--- config.mk ---
export PLATFORM = sky130hd
export DESIGN_NAME = pipeline_rx_fifo
export DESIGN_NICKNAME = d
export VERILOG_FILES = /design/src/rtl/pipeline_rx_fifo.sv
export SDC_FILE = /design/constraint.sdc
export NUM_CORES = 1
export LEC_CHECK = 0
export CAP_MARGIN = 30
export CORE_MARGIN = 3
export CORE_UTILIZATION = 40
export CTS_BUF_LIST = sky130_fd_sc_hd__clkbuf_16
export DETAILED_ROUTE_END_ITERATION = 10
export SETUP_SLACK_MARGIN = 0.4
export SYNTH_ARGS = -nofsm -noshare
export SYNTH_HDL_FRONTEND = slang
export SYNTH_SLANG_ARGS = --single-unit
--- constraint.sdc ---
create_clock -name clk -period 7 [get_ports clk]
set_input_delay 0.7 -clock clk [delete_from_list [all_inputs] [get_ports clk]]
set_output_delay 0.7 -clock clk [all_outputs]
set_load 0.01 [all_outputs]
--- src/rtl/pipeline_rx_fifo.sv ---
// Receive buffer: captures the valid-only stream from pipeline and re-presents it FWFT with valid/ready.
// One-cycle push-to-output latency; no backpressure upstream, so overflowing words are dropped and counted.
module pipeline_rx_fifo #(
  parameter int DATA_WIDTH         = 8,
  parameter int DEPTH              = 16,
  parameter int ALMOST_FULL_THRESH = 12
) (
  input  logic                       clk,
  input  logic                       rst,
  input  logic [DATA_WIDTH-1:0]      input_data,
  input  logic                       input_valid,
  output logic [DATA_WIDTH-1:0]      output_data,
  output logic                       output_valid,
  input  logic                       output_ready,
  output logic [$clog2(DEPTH):0]     fill_level,
  output logic                       almost_full,
  output logic                       overflow,
  output logic [7:0]                 drop_count
);

  localparam int AW = $clog2(DEPTH);
  localparam logic [AW:0] DEPTH_L = (AW+1)'(DEPTH);
  localparam logic [AW:0] AF_L    = (AW+1)'(ALMOST_FULL_THRESH);

  logic [DATA_WIDTH-1:0] mem [DEPTH];
  logic [AW-1:0]         wr_ptr;
  logic [AW-1:0]         rd_ptr;
  logic                  push;
  logic                  pop;
  logic                  drop;

  assign output_valid = (fill_level != '0);
  assign pop          = output_valid && output_ready;
  // A full queue still takes a word when the head leaves in the same cycle.
  assign push         = input_valid && ((fill_level < DEPTH_L) || pop);
  assign drop         = input_valid && !push;
  assign almost_full  = (fill_level >= AF_L);
  assign output_data  = output_valid ? mem[rd_ptr] : '0;

  // Storage cells are not reset; output_data is gated by output_valid instead.
  always_ff @(posedge clk) begin
    if (push) begin
      mem[wr_ptr] <= input_data;
    end
  end

  always_ff @(posedge clk or posedge rst) begin
    if (rst) begin
      wr_ptr     <= '0;
      rd_ptr     <= '0;
      fill_level <= '0;
    end else begin
      if (push) begin
        wr_ptr <= wr_ptr + 1'b1;
      end
      if (pop) begin
        rd_ptr <= rd_ptr + 1'b1;
      end
      case ({push, pop})
        2'b10:   fill_level <= fill_level + 1'b1;
        2'b01:   fill_level <= fill_level - 1'b1;
        default: fill_level <= fill_level;
      endcase
    end
  end

  always_ff @(posedge clk or posedge rst) begin
    if (rst) begin
      overflow   <= 1'b0;
      drop_count <= 8'd0;
    end else if (drop) begin
      overflow <= 1'b1;
      if (drop_count != 8'hFF) begin
        drop_count <= drop_count + 8'd1;
      end
    end
  end

endmodule

== Yosys cells after proc, flatten, opt, wreduce, memory -nomap -nowiden ==
Memory sizes are Yosys's and may differ from the RTL's.
Index checks and enable logic that the tools add are counted.

* Output and inout bits: 24
* Memory bits (writable): 128
* Word-level logic and storage cells: 28
* Register bits after elaboration: 22
* Memories: 1
* Input bits: 12

* Reductions and logical operators: 8
* Mux-type cells: 4
* Eq/ne operators: 3
* Add/sub/neg operators: 5
* Order comparisons: 2

{| class="wikitable"
|+ Memory list
! name !! depth !! bits a word !! rd ports !! clocked after Yosys merged registers in !! wr ports !! line !! text
|-
| mem || 16 || 8 || 1 || 0 || 1 || 25 || <nowiki>logic [DATA_WIDTH-1:0] mem [DEPTH];</nowiki>
|}

{| class="wikitable"
|+ Operators with widths
! operator !! count
|-
| $pmux 5 s2 || 1
|-
| $add 4x1->4 const B || 2
|-
| $add 8x1->8 const B || 1
|-
| $mux 8 || 1
|-
| $ne 8x8->1 const B || 1
|-
| $add 5x1->5 const B || 1
|-
| $ge 5x4->1 const B || 1
|-
| $lt 5x5->1 const B || 1
|-
| $reduce_bool 5->1 || 1
|-
| $sub 5x1->5 const B || 1
|-
| $logic_and 1x1->1 || 3
|-
| $eq 2x1->1 const B || 1
|-
| $eq 2x2->1 const B || 1
|-
| $mux 1 || 2
|-
| $reduce_and 2->1 || 1
|-
| $reduce_bool 2->1 || 1
|-
| $logic_not 1->1 || 1
|-
| $logic_or 1x1->1 || 1
|}

== Longest topological paths before layout ==
* Word-level depth: 7
* Mapped depth: 13
* Depth with buffers taken out: 11

== Least setup slack after synthesis ==
Ideal clock, no wire load.

* Path type: input port to flip-flop
* Start point: input output_ready
* End point: register fill_level[4]
* Buffers on the path: 1
* Data required time: 6.856 ns
* Cell stages on the path: 11
* Setup slack: 4.105 ns
* Arrival: 2.751 ns
* Cell sequence: inv_1 a21boi_1 inv_1 ha_1 clkbuf_1 xor2_1 ha_1 o211ai_1 nor4bb_1 a2111oi_0 o211ai_1

* Cells in the longest elaborated chain, start to end: 5
* Elaborated cells on any way between the ends: 7
* Classes of those cells: eq/ne (2); mux (1); reduce/logical (4)

{| class="wikitable"
|+ Ends and longest elaborated chain
! element !! line !! text
|-
| start: declaration || 14 || <nowiki>input logic output_ready,</nowiki>
|-
| $logic_and 1x1->1 * || 33 || <nowiki>assign pop = output_valid && output_ready;</nowiki>
|-
| $logic_or 1x1->1 || 35 || <nowiki>assign push = input_valid && ((fill_level < DEPTH_L) || pop);</nowiki>
|-
| $logic_and 1x1->1 || 35 ||
|-
| $eq 2x1->1 / $eq 2x2->1 (equally long branches) || 59 || <nowiki>case ({push, pop})</nowiki>
|-
| $pmux 5 s2 / $reduce_bool 2->1 (equally long branches) || n/a ||
|-
| end signal: assignment || 60 || <nowiki>2'b10: fill_level <= fill_level + 1'b1;</nowiki>
|-
| end signal: assignment || 61 || <nowiki>2'b01: fill_level <= fill_level - 1'b1;</nowiki>
|-
| end signal: assignment || 62 || <nowiki>default: fill_level <= fill_level;</nowiki>
|-
| end: declaration || 15 || <nowiki>output logic [$clog2(DEPTH):0] fill_level,</nowiki>
|}

Every way passes the cells marked *; elsewhere a longest branch is shown, timed or not.
A chain may end at the register's enable or synchronous reset.

== Final worst setup path ==
* Start point: register rd_ptr[1]
* End point: output output_data[2]

* Cells in the longest elaborated chain, start to end: 2

{| class="wikitable"
|+ Ends and longest elaborated chain
! element !! line !! text
|-
| start: declaration || 27 || <nowiki>logic [AW-1:0] rd_ptr;</nowiki>
|-
| start signal: assignment || 57 || <nowiki>rd_ptr <= rd_ptr + 1'b1;</nowiki>
|-
| $mem_v2 16x8 || n/a ||
|-
| $mux 8 || 38 || <nowiki>assign output_data = output_valid ? mem[rd_ptr] : '0;</nowiki>
|-
| end: declaration || 12 || <nowiki>output logic [DATA_WIDTH-1:0] output_data,</nowiki>
|}

Every way passes these cells.

==> results by group <==
Run status
  – Outcome: finished clean

Worst setup path
  – Reg-to-Reg End: fill_level[4]
  – CP Launch Type: register
  – CP max stage cell: mux4_1
  – Worst-path cell chain: buf_4, mux4_1, mux2_2, o21ai_0, a21oi_1, clkdlybuf4s50_1
  – R2R setup slack: 3840 ps
  – RR Startpoint: fill_level[4]
  – Worst reg2reg path depth: 10
  – Critical Path RT: 6300 ps
  – Critical path capture point type: output pin
  – Worst path max stage delay: 680 ps
  – Critical Path AT: 3060 ps
  – Kind of critical path: register to output pin
  – Max FO, Critical Path: 32

Floorplanning
  – CORE AREA: 15300 um2
  – Die width: 131 um
  – I/O pins: 36
  – Initial core utilization: 41.1%
  – DIE AREA: 17200 um2
  – FP Rows: 45
  – Die H: 131 um

Power
  – Max rail drop VDD: 222 uV
  – PwrDens: 419 nW/um2
  – LEAKAGE: 2.61 nW

Timing
  – Slew Viols, Final: 0
  – Setup TNS: 0 ps
  – Measured slew at the worst slew-check pin: 894 ps
  – Tmin final: 3760 ps
  – Final setup vio count: 0
  – Final worst-path cycle share: 53.7%
  – RSZ-0062 raised after global routing: no
  – Final hold vios: 0
  – Max Freq: 266 MHz
  – Max_slew headroom: 40.2%
  – Final setup margin: 3240 ps
  – Final setup skew: 7.87 ps

Hold path
  – Hold Path Class: register to register
  – Worst hold path depth: 1
  – Hold path start: overflow
  – Hold Path Sink: overflow

GRT
  – Congestion Overflow GR: 0
  – Initial antenna violation count: 0
  – Vias in the first global route: 3321
  – First-pass GRT wire length: 19.5 mm
  – Total Routing Usage GR: 15.1%
  – Largest net degree at the start of global routing: 33

Drt
  – Detailed Route WL: 12.1 mm
  – DR DRC count: 0
  – Met3 routed WL: 673 um
  – Routed Antenna Nets: 0
  – Via density: 5.09
  – Max Used Layer: met4
  – Starting DRT DRC Count: 284
  – Drt first pass iters: 6
  – Via count: 3138
  – Met2 routed WL: 5.59 mm
  – Routed len/inst: 19.7 um
  – M1 WL: 5.73 mm

Logic synthesis
  – Asr flop ratio synth: 14.7%
  – Top FF cell, synth: edfxtp_1
  – Seq/Total Area, Yosys: 70.0%
  – Syn_nets: 365
  – Ys Warns: 0
  – Syn Std Cell Area: 6280 um2
  – Synth unique cells: 44
  – Mean Syn Cell Area: 18.3 um2
  – EDFF count, synth: 128
  – Cell count after synthesis: 343
  – #FFs+latches synth: 150

Finish
  – Final-layout fill cell count: 1288
  – Most frequent cells in the layout: edfxtp_1, clkdlybuf4s50_1, mux4_2
  – Nets: 415
  – Layout area overhead: 19.9%
  – Commonest non-fill, non-tap cell in the layout: edfxtp_1
  – Antenna cells: 0
  – Layout cells sized above 1: 19.5%

Clock tree
  – CTS Hold Bufs: 0
  – Clock sink count: 150
  – CTS root buffer: clkbuf_16
  – Worst-path clk slew: 60 ps
  – Clk buf depth: 2
  – Total CTS buffers: 17
  – Setup Buffers After CTS: 0
  – Htree depth: 4
  – Worst skew pair latency: 420 ps
  – Resize count post-CTS: 0
  – CTS tree: yes

Placement
  – HPWL Detailed: 7.89 mm
  – Worst slack, placed: 3280 ps
  – Port Buffers: 35
  – Placer Congestion: 0.726

Flow run
  – Max-Cap Viols: 0
## synth_stat cells (3+ instances only)
cell type	n	area share [%]
o21ai_1	4	0.32
mux2_2	11	2.0
buf_6	3	0.54
inv_1	9	0.54
ha_1	10	2.0
nand2_1	15	0.90
clkbuf_1	4	0.24
nand3_1	3	0.24
a21oi_1	9	0.72
buf_4	5	0.60
nor2_1	14	0.84
edfxtp_1	128	61
xnor2_1	12	1.7
mux2i_1	8	1.3
nor3_1	8	0.64
mux4_1	9	3.8
mux4_2	23	8.3
nand2b_1	3	0.30
buf_2	3	0.24
dfrtp_1	22	8.8
o21ai_0	6	0.48
xor2_1	5	0.70
## area by class of cell
type	instances	area, um2	share of cell area [%]
tap	211	264	3.51
inverter	9	33.8	0.449
sequential	150	4390	58.4
clock buffer	17	425	5.65
clock inverter	15	231	3.08
multi-input combinational	165	1700	22.6
timing repair buffer	50	474	6.30
## how the worst max path moves through the flow
stage                 start        endpoint  slack, ps  cells after the start
2_1_floorplan  output_ready   fill_level[4]       4110                     11
3_3_place_gp   output_ready   fill_level[4]       3390                     10
3_5_place_dp   output_ready   fill_level[4]       3280                     10
4_1_cts           rd_ptr[1]  output_data[2]       3190                      6
5_1_grt           rd_ptr[1]  output_data[3]       3040                      6
6_report          rd_ptr[1]  output_data[2]       3240                      6
## flip-flops by register name, summed over array words and instances, names as in the netlist
| signal | flops |
|---|---|
| mem | 128 |
| rd_ptr | 4 |
| drop_count | 8 |
| fill_level | 5 |
| overflow | 1 |
| wr_ptr | 4 |
## layer usage
metal | GRT usage (%) | up-vias
li1 | - | 1463
met5 | 0 | -
met4 | 5.43 | 0
met3 | 4.10 | 12
met1 | 21.8 | 1571
met2 | 22.3 | 92
## kinds of logic after synthesis
group                    count (synthesis)  share of synthesized area (%)
multiplexers                            51                           15.3
flip-flops                             150                           70.0
AO/OA/AOI/OAI                           32                           3.19
XOR/XNOR                                17                           2.37
buffers and inverters                   28                           2.83
AND/OR/NAND/NOR                         55                           4.33
adder cells (fa/ha/maj)                 10                           1.99
## critical path: cells and delay by family (launching register included)
kind	cells	cell delay (ps)
buffers and inverters	2	1000
muxes	2	970
DFF	1	380
AOI/OAI and AO/OA	2	270
## per-stage QoR
stage | power (W) | hold WS (ps) | util [%] | instances | instance area, um2
global placement | 0.00215 | 452 | 44.6 | 577 | 6800
detailed placement | 0.00218 | 451 | 45.0 | 585 | 6870
CTS | 0.00319 | 475 | 49.3 | 617 | 7530
global route | 0.00332 | 504 | 49.3 | 617 | 7530
finish | 0.00315 | 466 | 49.3 | 617 | 7530
floorplan | 0.00186 | 504 | - | 343 | 6280
## report_power, final
group / total, W / internal, W / switching [W] / leakage, nW
clock network: 0.00101 / 0.000664 / 0.000344 / 0.320
logic: 0.000954 / 0.000499 / 0.000455 / 0.870
registers: 0.00119 / 0.00109 / 0.000105 / 1.42
(Power assumes the default switching activity.)
